### src/rtl/mdu_seq_if.sv
// mdu_seq_if: start/operand/result handshake plus the borrowed-ALU port
// group for the multiply/divide sequencer. The master side is the CPU
// datapath (it launches operations and owns the shared ALU); the slave side
// is mdu_seq.
interface mdu_seq_if #(parameter int N = 32);
    logic         start;
    logic [1:0]   op;
    logic [N-1:0] a;
    logic [N-1:0] b;
    logic         busy;
    logic         done;
    logic [N-1:0] hi;
    logic [N-1:0] lo;
    logic         alu_req;
    logic [N-1:0] alu_x;
    logic [N-1:0] alu_y;
    logic [3:0]   alu_op;
    logic [N-1:0] alu_z;

    modport master (
        output start, op, a, b, alu_z,
        input  busy, done, hi, lo, alu_req, alu_x, alu_y, alu_op
    );

    modport slave (
        input  start, op, a, b, alu_z,
        output busy, done, hi, lo, alu_req, alu_x, alu_y, alu_op
    );
endinterface

### src/rtl/mdu_seq.sv
// mdu_seq: iterative MULT/MULTU/DIV/DIVU sequencer. Borrows the shared ALU
// (ADD/SUB) for one pass per operand bit and leaves a 2N-bit result in hi/lo.
// Fixed latency: IDLE -> PREP -> ITER (N cycles) -> FIX -> DONE -> IDLE.
// Optional feature macro: MDU_SIGNED_EN (op[0]=1 selects signed operation;
// without it op[0] is ignored and FIX is an idle cycle).
module mdu_seq #(
    parameter int N = 32
) (
    input  logic     clk,
    input  logic     reset,
    mdu_seq_if.slave bus
);
    // ALU operation codes shared with the CPU ALU decoder
    localparam logic [3:0] ALU_ADD = 4'b0010;
    localparam logic [3:0] ALU_SUB = 4'b0110;
    localparam int         CW      = $clog2(N);

    typedef enum logic [2:0] {S_IDLE, S_PREP, S_ITER, S_FIX, S_DONE} state_t;

    state_t         state_reg, state_next;
    logic [N-1:0]   hi_reg, hi_next;
    logic [N-1:0]   lo_reg, lo_next;
    logic [N-1:0]   opnd_reg, opnd_next;   // multiplicand (mult) or divisor (div)
    logic [CW-1:0]  cnt_reg, cnt_next;
    logic [N-1:0]   a_reg, b_reg;          // operands captured with start
    logic           is_div_reg;
    logic           signed_reg;

    logic           sgn_a, sgn_b;
    logic [N-1:0]   a_mag, b_mag;
    logic [N-1:0]   rem_shift;
    logic           take;
    logic           carry;
    logic           unused_op0;

    // Operand magnitudes; the sign bits only matter for signed operations
    assign sgn_a     = signed_reg & a_reg[N-1];
    assign sgn_b     = signed_reg & b_reg[N-1];
    assign a_mag     = sgn_a ? -a_reg : a_reg;
    assign b_mag     = sgn_b ? -b_reg : b_reg;
    // Restoring division: partial remainder shifted left by one dividend bit
    assign rem_shift = {hi_reg[N-2:0], lo_reg[N-1]};
    // hi[N-1] set means the shifted remainder exceeds N bits, so it always fits
    assign take      = hi_reg[N-1] | (rem_shift >= opnd_reg);
    // Carry out of the ALU add, recovered by an unsigned wrap compare
    assign carry     = (bus.alu_z < hi_reg);

    assign bus.hi    = hi_reg;
    assign bus.lo    = lo_reg;

`ifdef MDU_SIGNED_EN
    assign unused_op0 = 1'b0;
`else
    assign unused_op0 = bus.op[0];
`endif

    // Capture the launch operands once, when start is accepted in IDLE
    always_ff @(posedge clk) begin
        if (reset) begin
            a_reg      <= '0;
            b_reg      <= '0;
            is_div_reg <= 1'b0;
            signed_reg <= 1'b0;
        end else if (state_reg == S_IDLE && bus.start) begin
            a_reg      <= bus.a;
            b_reg      <= bus.b;
            is_div_reg <= bus.op[1];
`ifdef MDU_SIGNED_EN
            signed_reg <= bus.op[0];
`else
            signed_reg <= 1'b0;
`endif
        end
    end

    // State and datapath registers
    always_ff @(posedge clk) begin
        if (reset) begin
            state_reg <= S_IDLE;
            hi_reg    <= '0;
            lo_reg    <= '0;
            opnd_reg  <= '0;
            cnt_reg   <= '0;
        end else begin
            state_reg <= state_next;
            hi_reg    <= hi_next;
            lo_reg    <= lo_next;
            opnd_reg  <= opnd_next;
            cnt_reg   <= cnt_next;
        end
    end

    // ALU request: operands only during ITER, ADD otherwise
    always_comb begin
        bus.alu_req = 1'b0;
        bus.alu_x   = '0;
        bus.alu_y   = '0;
        bus.alu_op  = ALU_ADD;
        if (state_reg == S_ITER) begin
            bus.alu_req = 1'b1;
            if (is_div_reg) begin
                bus.alu_x  = rem_shift;
                bus.alu_y  = opnd_reg;
                bus.alu_op = ALU_SUB;
            end else begin
                bus.alu_x  = hi_reg;
                bus.alu_y  = lo_reg[0] ? opnd_reg : '0;
            end
        end
    end

    // Next-state, datapath update and status outputs
    always_comb begin
        state_next = state_reg;
        hi_next    = hi_reg;
        lo_next    = lo_reg;
        opnd_next  = opnd_reg;
        cnt_next   = cnt_reg;
        bus.busy   = 1'b0;
        bus.done   = 1'b0;
        case (state_reg)
            S_IDLE: begin
                if (bus.start) state_next = S_PREP;
            end
            S_PREP: begin
                bus.busy  = 1'b1;
                hi_next   = '0;
                cnt_next  = CW'(N - 1);
                if (is_div_reg) begin
                    lo_next   = a_mag;
                    opnd_next = b_mag;
                end else begin
                    lo_next   = b_mag;
                    opnd_next = a_mag;
                end
                state_next = S_ITER;
            end
            S_ITER: begin
                bus.busy = 1'b1;
                if (is_div_reg) begin
                    hi_next = take ? bus.alu_z : rem_shift;
                    lo_next = {lo_reg[N-2:0], take};
                end else begin
                    hi_next = {carry, bus.alu_z[N-1:1]};
                    lo_next = {bus.alu_z[0], lo_reg[N-1:1]};
                end
                if (cnt_reg == '0) state_next = S_FIX;
                else               cnt_next   = cnt_reg - 1'b1;
            end
            S_FIX: begin
                bus.busy = 1'b1;
                if (is_div_reg) begin
                    if (sgn_a ^ sgn_b) lo_next = -lo_reg;
                    if (sgn_a)         hi_next = -hi_reg;
                end else if (sgn_a ^ sgn_b) begin
                    {hi_next, lo_next} = -{hi_reg, lo_reg};
                end
                state_next = S_DONE;
            end
            S_DONE: begin
                bus.done   = 1'b1;
                state_next = S_IDLE;
            end
            default: state_next = S_IDLE;
        endcase
    end
endmodule

### src/flat_wrapper.sv
// flat-port wrapper written by rule: the top's interface ports become plain ports
module mdu_seq_flat 
#(
    parameter int N = 32
)
  (clk, reset, bus_start, bus_op, bus_a, bus_b, bus_alu_z, bus_busy, bus_done, bus_hi, bus_lo, bus_alu_req, bus_alu_x, bus_alu_y, bus_alu_op);
  mdu_seq_if #(.N(N)) bus_i ();
  input  logic clk;
  input  logic reset;
  input wire logic [$bits(bus_i.start)-1:0] bus_start;
  input wire logic [$bits(bus_i.op)-1:0] bus_op;
  input wire logic [$bits(bus_i.a)-1:0] bus_a;
  input wire logic [$bits(bus_i.b)-1:0] bus_b;
  input wire logic [$bits(bus_i.alu_z)-1:0] bus_alu_z;
  output wire logic [$bits(bus_i.busy)-1:0] bus_busy;
  output wire logic [$bits(bus_i.done)-1:0] bus_done;
  output wire logic [$bits(bus_i.hi)-1:0] bus_hi;
  output wire logic [$bits(bus_i.lo)-1:0] bus_lo;
  output wire logic [$bits(bus_i.alu_req)-1:0] bus_alu_req;
  output wire logic [$bits(bus_i.alu_x)-1:0] bus_alu_x;
  output wire logic [$bits(bus_i.alu_y)-1:0] bus_alu_y;
  output wire logic [$bits(bus_i.alu_op)-1:0] bus_alu_op;
  assign bus_i.start = bus_start;
  assign bus_i.op = bus_op;
  assign bus_i.a = bus_a;
  assign bus_i.b = bus_b;
  assign bus_i.alu_z = bus_alu_z;
  assign bus_busy = bus_i.busy;
  assign bus_done = bus_i.done;
  assign bus_hi = bus_i.hi;
  assign bus_lo = bus_i.lo;
  assign bus_alu_req = bus_i.alu_req;
  assign bus_alu_x = bus_i.alu_x;
  assign bus_alu_y = bus_i.alu_y;
  assign bus_alu_op = bus_i.alu_op;
  mdu_seq #(.N(N)) u_core (.clk(clk), .reset(reset), .bus(bus_i));
endmodule
### config.mk
export PLATFORM = sky130hd
export DESIGN_NAME = mdu_seq_flat
export DESIGN_NICKNAME = d
export VERILOG_FILES = /design/src/rtl/mdu_seq_if.sv /design/src/rtl/mdu_seq.sv /design/src/flat_wrapper.sv
export SDC_FILE = /design/constraint.sdc
export NUM_CORES = 1
export LEC_CHECK = 0
export BUFFER_PORTS_ARGS = -buffer_cell sky130_fd_sc_hd__buf_2
export CORE_UTILIZATION = 49
export CTS_CLUSTER_SIZE = 28
export DETAILED_ROUTE_END_ITERATION = 7
export PLACE_DENSITY_LB_ADDON = 0.12
export SLEW_MARGIN = 0
export SYNTH_ARGS = -nofsm -noshare
export SYNTH_HDL_FRONTEND = slang
export SYNTH_SLANG_ARGS = --single-unit
### constraint.sdc
create_clock -name clk -period 2.14 [get_ports clk]
set_input_delay 0.428 -clock clk [delete_from_list [all_inputs] [get_ports clk]]
set_output_delay 0.428 -clock clk [all_outputs]
set_load 0.02 [all_outputs]
After elaboration in Yosys (flattened, before gate mapping)
Cells that the tools add are included. Widths: inputs -> output; s select.

Add/sub/neg operators: 1. $lt $le $gt $ge: 2. Equal/unequal tests: 9. Multiplexer cells: 22. Bitwise gates (word level): 2. Reductions and logical operators: 10.

Operators by type and width (count): $mux 32 (10); $pmux 32 s2 (2); $ge 32x32->1 (1); $lt 32x32->1 (1); $pmux 3 s4 (1); $pmux 5 s2 (1); $mux 3 (3); $ne 2x2->1 const B (4); $eq 3x2->1 const B (2); $reduce_and 2->1 (3); $logic_not 5->1 (1); $mux 5 (1); $sub 5x1->5 const B (1); $mux 4 (1); $eq 3x1->1 const B (1); $eq 3x3->1 const B (1); $logic_not 3->1 (1); $mux 1 (3); $reduce_and 3->1 (1); $reduce_bool 3->1 (1); $reduce_or 3->1 (1); $ne 2x1->1 const B (1); $reduce_bool 2->1 (1); $logic_and 1x1->1 (1); 2 further kinds (2).

Bits in registers: 169. Bits of input ports: 101. Output and inout port bits: 135. Logic and storage cells: 54.

Longest topological paths before layout
Gate-level depths: netlist (run 1).

Depth after elaboration: 5. Gate-level depth with buffers: 10. Depth with buffers taken out: 9.

Worst setup path after synthesis (run 1)
No wires, ideal clock.

Path type: reg-to-reg. Start point: register u_core.hi_reg[16], in the netlist u_core.bus.hi[16]. End point: register u_core.hi_reg[31], in the netlist u_core.bus.hi[31]. Setup time: 0.115 ns. Data arrival time: 2.214 ns. Required time: 2.025 ns. Path slack: -0.189 ns. Stages on the path, launching flop included: 9. Path buffers: 0. Period minus slack after synthesis: 2.329 ns. Cell sequence: dfxtp_1 ha_1 a21o_1 a21o_1 a21o_1 a211oi_2 o211ai_4 mux2_1 o21a_1.

Cells in the longest elaborated chain, start to end: 5. Elaborated cells between the ends (all ways): 6. Those cells by class: order compare (2); mux (3); bitwise (1).

RTL lines: start: declaration (RTL line mdu_seq.sv:21) `logic [N-1:0] hi_reg, hi_next;`; start signal: assignment (RTL line mdu_seq.sv:86) `hi_reg <= hi_next;`; $ge 32x32->1 (RTL line mdu_seq.sv:44) `assign take = hi_reg[N-1] | (rem_shift >= opnd_reg);`; $or 1x1->1 (RTL line mdu_seq.sv:44); $mux 32 (RTL line mdu_seq.sv:141) `hi_next = take ? bus.alu_z : rem_shift;`; $mux 32 (*) (RTL line mdu_seq.sv:140) `if (is_div_reg) begin`; $pmux 32 s2 (*) (RTL line mdu_seq.sv:121) `case (state_reg)`.

Mark *: on every way between the ends. The rest lies on a longest branch, timed or not. A chain may end at the register's enable or synchronous reset.

Worst setup path in the final report (run 1)
Start point: register u_core.opnd_reg[1]. End point: register u_core.hi_reg[3], in the netlist u_core.bus.hi[3].

Cells in the longest elaborated chain, start to end: 5.

RTL lines: start: declaration (RTL line mdu_seq.sv:23) `logic [N-1:0] opnd_reg, opnd_next;`; start signal: assignment (RTL line mdu_seq.sv:88) `opnd_reg <= opnd_next;`; $ge 32x32->1 (RTL line mdu_seq.sv:44); $or 1x1->1 (RTL line mdu_seq.sv:44); $mux 32 (RTL line mdu_seq.sv:141); $mux 32 (RTL line mdu_seq.sv:140); $pmux 32 s2 (RTL line mdu_seq.sv:121).

Every way passes these cells.

==> results of run 1 <==
[layout by cell type, fill, tap and decap left out, drive strengths merged, types with 2 or more instances in the layout]
cell,instances
nor4,2
xor2,3
a21o,10
a211oi,37
a22oi,31
inv,71
mux2i,96
nand2,150
conb,3
nand4,9
nand3,4
dfxtp,169
nor3b,2
and3,3
nor2,137
bufbuf,2
bufinv,3
buf,325
o211ai,9
a21oi,92
clkinv,3
ha,65
o21a,3
mux4,31
o21ai,39
clkbuf,25
nand2b,2
nor3,70
and4,3
clkinvlp,3
nor4b,2
[layer usage]
layer / global-route usage, % / up-vias
met5: 0 / -
li1: - / 4519
met1: 38.4 / 4408
met2: 45.0 / 336
met4: 8.72 / 2
met3: 4.62 / 41
[path summary, 6_finish.rpt]
| kind | from | to | slack (ns) | depth (start not counted) |
|---|---|---|---|---|
| max | u_core.opnd_reg[1]$_SDFFE_PP0P_ | u_core.bus.hi[3]$_SDFFE_PP0P_ | -0.21 | 10 |
| min | bus_a[26] | u_core.a_reg[26]$_SDFFE_PP0P_ | 0.22 | 3 |
| max reg2reg | u_core.opnd_reg[1]$_SDFFE_PP0P_ | u_core.bus.hi[3]$_SDFFE_PP0P_ | -0.21 | 10 |
| min reg2reg | u_core.a_reg[7]$_SDFFE_PP0P_ | u_core.a_reg[7]$_SDFFE_PP0P_ | 0.47 | 2 |
[metrics by stage]
step,area [sq um],hold WS (ns),instances,power (mW)
final,13300,0.222,1676,12.5
after global routing,13300,0.214,1676,13.1
after CTS,12400,0.211,1656,12.1
after detailed placement,11400,0.461,1614,8.38
after global placement,11400,0.454,1614,8.28
after floorplan,9600,0.445,1134,7.02
[layout make-up]
| cell class | instances | share of cell area [%] |
|---|---|---|
| clock inverters | 12 | 1.23 |
| multi-input cells | 815 | 46.3 |
| clock buffers | 20 | 3.45 |
| repair buffers | 332 | 18.8 |
| inverters | 68 | 1.95 |
| well taps | 260 | 2.45 |
| flip-flops and latches | 169 | 25.8 |
[kinds of logic after synthesis]
logic type / synth area share (%)
AO/OA/AOI/OAI: 14.9
XOR/XNOR: 0.366
adder cells (fa/ha/maj): 8.49
buffers and inverters: 6.48
flip-flops: 35.3
multiplexers: 17.4
other: 0.0784
AND/OR/NAND/NOR: 17.0
[where the power goes]
| part | internal [mW] | switching [mW] |
|---|---|---|
| clock network | 1.92 | 1.33 |
| logic | 2.34 | 2.85 |
| registers | 3.62 | 0.427 |
| total | 7.88 | 4.61 |
[timing repair]
action                                  CTS  global route
gates cloned                              6             5
resized for setup                        70           162
pin swaps                                13            22
endpoints found under the setup margin   98            83
buffers inserted                          4            15
[cells in the mapped netlist, types with 2 or more instances]
cell type,n,area share [%]
ha_1,65,8.5
buf_2,13,0.68
and4_1,3,0.27
a22oi_1,31,2.4
nand4_1,9,0.59
and3_1,3,0.20
o21ai_1,7,0.37
buf_4,3,0.23
mux2i_1,96,10
a21o_1,10,0.78
buf_6,3,0.35
nor3_1,70,3.7
clkbuf_1,49,1.9
a21oi_1,92,4.8
nor4_1,2,0.13
nor4b_1,2,0.18
mux4_2,31,7.3
nand2_1,148,5.8
nand3_1,4,0.21
a211oi_1,36,2.8
o21ai_0,32,1.7
inv_1,68,2.7
conb_1,2,0.078
nor3b_1,2,0.16
o211ai_1,8,0.63
buf_1,16,0.63
nand2b_1,2,0.13
nor2_1,135,5.3
o21a_1,3,0.23
dfxtp_1,169,35
xor2_1,3,0.27
[worst reg2reg max path, delay by kind of cell, from the launching register on]
family | cells | cell delay, ns
muxes | 1 | 0.24
DFF | 1 | 0.33
adders and majority gates | 1 | 0.27
buffers and inverters | 2 | 0.32
AOI/OAI and AO/OA | 6 | 1.08
==> metrics, run 1 <==
Min Clock Period, post-route=2.35 ns; GPL Wtd Cong=0.860; setup violators final=41; fin util=69.9%; DRC errors left=0; Core ar.=19000 sq um; met3 WL post-DR=1.76 mm; Cell variety after synth=47; H-tree Lvls=4; clk root buf=clkbuf_16; CP Cell Sequence=inv_1, ha_1, o21ai_0, o21a_1, o21ai_2, a211oi_2, o211ai_4, clkbuf_16, mux2i_1, o21ai_1; Clock Pin Slew Worst Setup and Hold Paths=0.07 ns; total track usage=28.0%; Synth Cell Area=9580 sq um; setup TNS=-5.18 ns; Std-Cell Rows=50; run status=finished, violations left; Tcrit/Tclk final=110%; Chip Width=142 um; Area Overhead vs Synth=38.3%; met1 wire length=13.2 mm; number of synthesized flops with an enable pin=0; Slew Viols, Final=0; WL/cell=17.6 um; RSZ-0062 raised after global routing=yes; fraction of registers with async set/reset=0%; largest delay contributor family on the critical path=compound AO/OA/AOI/OAI gates; Die Span Y=142 um; routed wl met2=13.9 mm; Post-synth top flop=dfxtp_1; Place WS=-0.224 ns; cell leakage power=5.41 nW; violated checks=negative setup slack; FF+latch count, synth=169; sequential share of the synthesized area=35.3%; synth warn=0; Initial Util=50.6%; cts hold-fix bufs=0; # port buffers=231; routed wire length=29.4 mm; post-route worst setup slack=-0.210 ns; vias per cell=5.55; Top Metal Used=met5; final setup skew=0.00957 ns; critical path peak fanout=8; first-pass GRT wire length=43.7 mm; Slew HR=65.3%; Seq. cell area=3420 sq um; Syn Area/Cell=8.46 sq um; CP bufs+invs=2; layout cells sized above 1=36.5%; Data arrival, critical path=2.67 ns; WS Path Type=flip-flop to flip-flop; Setup crit end kind=flip-flop; DP HPWL=19.2 mm; post-synthesis cell count=1133; CP peak stage delay=0.39 ns; vias in the first global route=8294; die footprint=20100 sq um; ANT nets after route=0; largest net degree at the start of global routing=111; Initial DRT Pass Iterations=4; Worst Tran Pin Value=0.520 ns; Num CTS Buffers=17; max_cap viols=0; Hold Violations, Final=0; Cell Pwr Density=943 nW/um^2; Worst setup SP type=flip-flop; # fillers=1521; initial antenna violation count=1; Worst EP required=2.46 ns; multi-input logic area=6140 sq um; Max rail drop VDD=0.000650 V; CTS sink cnt=169; CTS tree=built; Worst Hold Class=input port to flip-flop; vias post-DR=9306; Clock Tree Buf Depth=2; First DRT Iteration DRCs=535; slowest CP cell=o211ai_4; Nets=1569; fmax=0.426 GHz; n_diodes=0; # IOs=236; GRT Residual Overflow=0; Clk Latency, worst-skew pair=0.43 ns
No activity file was read; power rests on OpenSTA's default activity.
==> inputs of run 2 (changes only) <==
PLACE_DENSITY = 0.75   (was not set)
PLACE_DENSITY_LB_ADDON = not set   (was 0.12)
==> run 2 against run 1 <==
The run still ends with negative setup slack left. Via count decreased by 1.5%. Design area decreased by 3.7%. Hold slack improved by 0.020 ns. Count of clock-buffer cells in the layout increased by 1. Maximum frequency increased by 3.4%. Flip-flop and latch count unchanged. Die area unchanged. Critical endpoint is now u_core.bus.lo[0]$_SDFFE_PP0P_. Largest cell class unchanged. Largest power group unchanged.
==> metrics, run 2 (synthesized netlist as in run 1, its figures left out) <==
Worst Hold Class=input port to flip-flop; WS Path Type=flip-flop to flip-flop; GPL Wtd Cong=0.864 (+0.48%); run status=finished, violations left; Worst Tran Pin Value=0.634 ns (+0.114 ns); Initial Util=50.6% (unchanged); Non-Filler Instances=1678 (+0.12%); largest delay contributor family on the critical path=compound AO/OA/AOI/OAI gates; Data arrival, critical path=2.54 ns (-0.13 ns); fmax=0.440 GHz (+3.4%); layout cells sized above 1=34.5% (-2.0 points); total track usage=26.8% (-1.1 points); CTS tree=built; # IOs=236 (unchanged); Clk Latency, worst-skew pair=0.42 ns (about the same); Worst setup SP type=flip-flop; Place WS=-0.312 ns (-0.0888 ns); initial antenna violation count=3 (+2); H-tree Lvls=4 (unchanged); vias in the first global route=8360 (+0.80%); final setup skew=0.0101 ns (+0.000541 ns); first-pass GRT wire length=42.7 mm (-2.1%); crit-path most repeated cell=buf_4; clk root buf=clkbuf_16; multi-input logic area=5970 sq um (-2.7%); Inst Count DP=1629 (+0.93%); setup violators final=33 (-20%); Worst EP required=2.41 ns (-0.05 ns); Setup crit end kind=flip-flop; slowest CP cell=dfxtp_2; cell leakage power=5.33 nW (-1.6%); # port buffers=231 (unchanged); commonest non-fill, non-tap cell in the layout=buf_2; Overall Power=11.9 mW (-4.8%); max_cap viols=0 (unchanged); Tcrit/Tclk final=106% (-3.6 points); DP HPWL=19.6 mm (+2.0%); CTS sink cnt=169 (unchanged); fin util=67.3% (-2.6 points); First DRT Iteration DRCs=495 (-7.5%); Clock Tree Buf Depth=2 (unchanged); Slew Viols, Final=0 (unchanged); Max rail drop VDD=0.000584 V (-10%); cts hold-fix bufs=0 (unchanged); RSZ-0062 raised after global routing=yes; Slew HR=57.7% (-7.6 points); GRT Residual Overflow=0 (unchanged); Std-Cell Rows=50 (unchanged); CP Cell Sequence=inv_2, ha_4, and4_1, a31oi_1, o211ai_1, a211oi_2, o211ai_4, buf_4, buf_4, a21oi_2, nor3_1; Min Clock Period, post-route=2.27 ns (-0.0770 ns); routed wire length=27.2 mm (-7.6%); Seq. cell area=3420 sq um (unchanged); DRC errors left=0 (unchanged); Die Span Y=142 um (unchanged); CP bufs+invs=3 (+1); CP peak stage delay=0.32 ns (-0.07 ns); Hold Violations, Final=0 (unchanged); vias post-DR=9165 (-1.5%); most frequent cells in the layout=buf_2 (212), nand2_1 (148), dfxtp_1 (144); die footprint=20100 sq um (unchanged); Area Overhead vs Synth=33.2%; vias per cell=5.46 (-1.6%); Chip Width=142 um (unchanged); WL/cell=16.2 um (-7.7%); Cell Pwr Density=932 nW/um^2 (-1.1%); violated checks=negative setup slack; Clock Pin Slew Worst Setup and Hold Paths=0.06 ns (about the same); Nets=1571 (+0.13%); largest net degree at the start of global routing=138 (+24%); # fillers=1589 (+4.5%); post-route worst setup slack=-0.133 ns (+0.0770 ns); critical path peak fanout=4 (-4); ANT nets after route=0 (unchanged); Core ar.=19000 sq um (unchanged); Num CTS Buffers=17 (unchanged); Initial DRT Pass Iterations=5 (+1)
==> run 2: cell count changes in the layout (fill, tap and decap cells not counted), moves of 8 or more <==
cell | before | now
buf_6 | 20 | 12
nor2_1 | 114 | 131
buf_4 | 117 | 100
nor2_2 | 15 | 3
buf_2 | 172 | 212
==> run 2: worst min-delay path: stages <==
cell and delay (ns):
buf_2 0.09, nand2_1 0.04, a21oi_1 0.05
==> run 2: path summary, 6_finish.rpt <==
check,from,slack [ns],endpoint,depth (start not counted)
hold / removal,bus_a[23],0.24,u_core.a_reg[23]$_SDFFE_PP0P_,3
setup / recovery,u_core.opnd_reg[11]$_SDFFE_PP0P_,-0.13,u_core.bus.lo[0]$_SDFFE_PP0P_,11
hold reg to reg,u_core.a_reg[1]$_SDFFE_PP0P_,0.47,u_core.a_reg[1]$_SDFFE_PP0P_,2
setup reg to reg,u_core.opnd_reg[11]$_SDFFE_PP0P_,-0.13,u_core.bus.lo[0]$_SDFFE_PP0P_,11
==> run 2: cell type report <==
cell class / instances / share of cell area [%]
flip-flops and latches: 169 / 26.8
multi-input cells: 813 / 46.8
inverters: 68 / 2.00
repair buffers: 336 / 17.2
diodes: 1 / 0.0196
clock buffers: 21 / 3.69
clock inverters: 10 / 0.941
well taps: 260 / 2.55
==> run 2: stage by stage <==
stage / hold slack, ns / TNS [ns] / instance area, sq um
global route: 0.229 / -6.53 / 12800
CTS: 0.229 / -0.646 / 12400
detailed placement: 0.462 / -7.36 / 11500
finish: 0.242 / -2.31 / 12800
floorplan: 0.445 / -1.86 / 9600
global placement: 0.454 / -7.20 / 11500
==> run 2: per-layer routing <==
layer  track usage (%)  vias to the layer above  share of wire [%]  wire (um)
met1              36.8                     4279                 45      12300
met4              8.94                        4                2.3        631
met3              3.95                       47                6.0       1630
met5                 0                        -              0.081         22
li1                  -                     4513                  -          -
met2              43.3                      322                 46      12600
==> run 2: what timing repair did <==
| item | CTS | global route |
|---|---|---|
| gates cloned | 1 | 1 |
| resized for setup | 67 | 79 |
| setup buffers | 5 | 10 |
| pin swaps | 10 | 6 |
| endpoints found under the setup margin | 87 | 76 |
==> run 2: power breakdown <==
group | internal, mW | switching [mW] | total [mW]
logic | 2.16 | 2.65 | 4.81
registers | 3.62 | 0.412 | 4.03
clock network | 1.81 | 1.24 | 3.05
total | 7.59 | 4.31 | 11.9
==> inputs of run 3 (changes only) <==
CORE_MARGIN = 2   (was not set)
PLACE_DENSITY = 0.85   (was 0.75)
==> run 3 against run 2 <==
The flow still finishes with violations (negative setup slack). Count of clock-buffer cells in the layout is 2 lower. Register-to-register slack worse by 0.08 ns. Sequential share of layout area is 0.34 points lower. Final cell count is 0.54% lower. Design area is 1.4% higher. Setup slack worse by 0.081 ns. Combinational power is 3% higher. Clock skew is 0.0014 ns lower. Critical endpoint is now u_core.bus.hi[29]$_SDFFE_PP0P_.
==> metrics, run 3 (synthesized netlist as in run 1, its figures left out) <==
Die Span Y=144 um (+1.4%); # port buffers=231 (unchanged); Max rail drop VDD=0.000640 V (+9.6%); Nets=1557 (-0.89%); Core ar.=19300 sq um (+2.0%); routed wire length=29.0 mm (+6.8%); Initial Util=49.6% (-0.99 points); Worst Tran Pin Value=0.662 ns (+0.0274 ns); Clock Pin Slew Worst Setup and Hold Paths=0.07 ns (about the same); ANT nets after route=0 (unchanged); GRT Residual Overflow=0 (unchanged); Slew Viols, Final=0 (unchanged); Place WS=-0.299 ns (+0.0130 ns); RSZ-0062 raised after global routing=yes; Clock Tree Buf Depth=2 (unchanged); DP HPWL=20.1 mm (+2.8%); CTS sink cnt=169 (unchanged); post-route worst setup slack=-0.215 ns (-0.0814 ns); GPL Wtd Cong=0.913 (+5.7%); cts hold-fix bufs=0 (unchanged); met2 Use GR=43.6% (+0.34 points); DRC errors left=0 (unchanged); Worst EP required=2.44 ns (+0.03 ns); fmax=0.425 GHz (-3.5%); Initial DRT Pass Iterations=5 (unchanged); Clk Latency, worst-skew pair=0.42 ns (about the same); Worst setup SP type=flip-flop; commonest non-fill, non-tap cell in the layout=buf_2; Num CTS Buffers=17 (unchanged); vias per cell=5.55 (+1.6%); fin area=12900 sq um (+1.4%); Cell Pwr Density=958 nW/um^2 (+2.8%); H-tree Lvls=4 (unchanged); Slew HR=55.9% (-1.8 points); violated checks=negative setup slack; total track usage=27.0% (+0.12 points); run status=finished, violations left; Setup crit end kind=flip-flop; GRT met1 Usage=36.2% (-0.60 points); vias post-DR=9264 (+1.1%); worst hold slack=0.239 ns (-0.00266 ns); Area Overhead vs Synth=35.0%; # IOs=236 (unchanged); Hold Violations, Final=0 (unchanged); WS Path Type=flip-flop to flip-flop; grt met3 use=6.06% (+2.1 points); GRT busiest layer=met2; layout cells sized above 1=34.8% (+0.30 points); initial antenna violation count=3 (unchanged); cell leakage power=5.39 nW (+1.2%); Data arrival, critical path=2.65 ns (+0.11 ns); # fillers=1522 (-4.2%); final setup skew=0.00873 ns (-0.00138 ns); Worst Hold Class=input port to flip-flop; WL/cell=17.4 um (+7.4%); clk root buf=clkbuf_16; first-pass GRT wire length=43.9 mm (+2.8%); critical path peak fanout=11 (+7); Min Clock Period, post-route=2.35 ns (+0.0814 ns); max_cap viols=0 (unchanged); largest net degree at the start of global routing=138 (unchanged); First DRT Iteration DRCs=530 (+7.1%); die footprint=20700 sq um (+2.8%); Std-Cell Rows=51 (+2.0%); most frequent cells in the layout=buf_2 (201), nand2_1 (148), dfxtp_1 (140); vias in the first global route=8562 (+2.4%); CTS tree=built; Tcrit/Tclk final=110% (+3.8 points); Post-DP Area=11400 sq um (-0.36%); Chip Width=144 um (+1.4%); setup violators final=33 (unchanged)
run 3: cell count changes in the layout (fill, tap and decap cells not counted), sizes merged:
| cell | change |
|---|---|
| diode | +1 |
| bufinv | +3 |
| clkbuf | +2 |
| clkinvlp | -2 |
| buf | -18 |
run 3: layout make-up:
type / count / area, sq um / share of cell area [%]
clock buffer: 19 / 443 / 3.42
inverter: 68 / 259 / 2.00
clock inverter: 11 / 196 / 1.52
antenna: 2 / 5.00 / 0.0387
tap: 265 / 332 / 2.56
multi-input combinational: 813 / 6100 / 47.1
sequential: 169 / 3430 / 26.5
timing repair buffer: 322 / 2180 / 16.8
run 3: worst paths after layout:
path                                                      start                              to  slack, ns  cells after the start
worst max register to register  u_core.opnd_reg[2]$_SDFFE_PP0P_  u_core.bus.hi[29]$_SDFFE_PP0P_      -0.21                     10
worst min-delay path                                   bus_a[6]    u_core.a_reg[6]$_SDFFE_PP0P_       0.24                      3
worst max-delay path            u_core.opnd_reg[2]$_SDFFE_PP0P_  u_core.bus.hi[29]$_SDFFE_PP0P_      -0.21                     10
worst min register to register     u_core.a_reg[2]$_SDFFE_PP0P_    u_core.a_reg[2]$_SDFFE_PP0P_       0.47                      2
run 3: metrics by stage:
stage | utilization (%) | instances | TNS (ns) | total power, mW
2_1_floorplan | - | 1134 | -1.86 | 7.02
4_1_cts | 64.5 | 1662 | -1.54 | 12.1
3_3_place_gp | 59.2 | 1626 | -5.28 | 8.22
3_5_place_dp | 59.2 | 1626 | -6.94 | 8.38
6_report | 66.9 | 1669 | -4.46 | 12.4
5_1_grt | 66.9 | 1667 | -8.22 | 13.0
run 3: power by group:
group	internal (mW)	switching (mW)
registers	3.62	0.424
logic	2.18	2.79
clock network	2.10	1.28
run 3: per-layer routing:
metal	share of wire, %	vias up
li1	-	4508
met1	44	4397
met2	48	317
met3	6.5	40
met4	1.8	2
met5	0.045	-
run 3: what timing repair did:
item | 4_1_cts | 5_1_grt
gates cloned | 1 | 4
endpoints found under the setup margin | 70 | 73
setup buffers | 5 | 1
resized for setup | 89 | 88
pin swaps | 9 | 5
run 3: worst max-delay path, cell delays in order, from the launching register on:
cell	delay, ns
dfxtp_2	0.33
inv_1	0.07
ha_1	0.31
o21ai_0	0.11
o21a_1	0.20
o21ai_2	0.19
a211oi_2	0.11
o211ai_4	0.33
buf_6	0.24
mux2i_1	0.25
o21ai_1	0.09
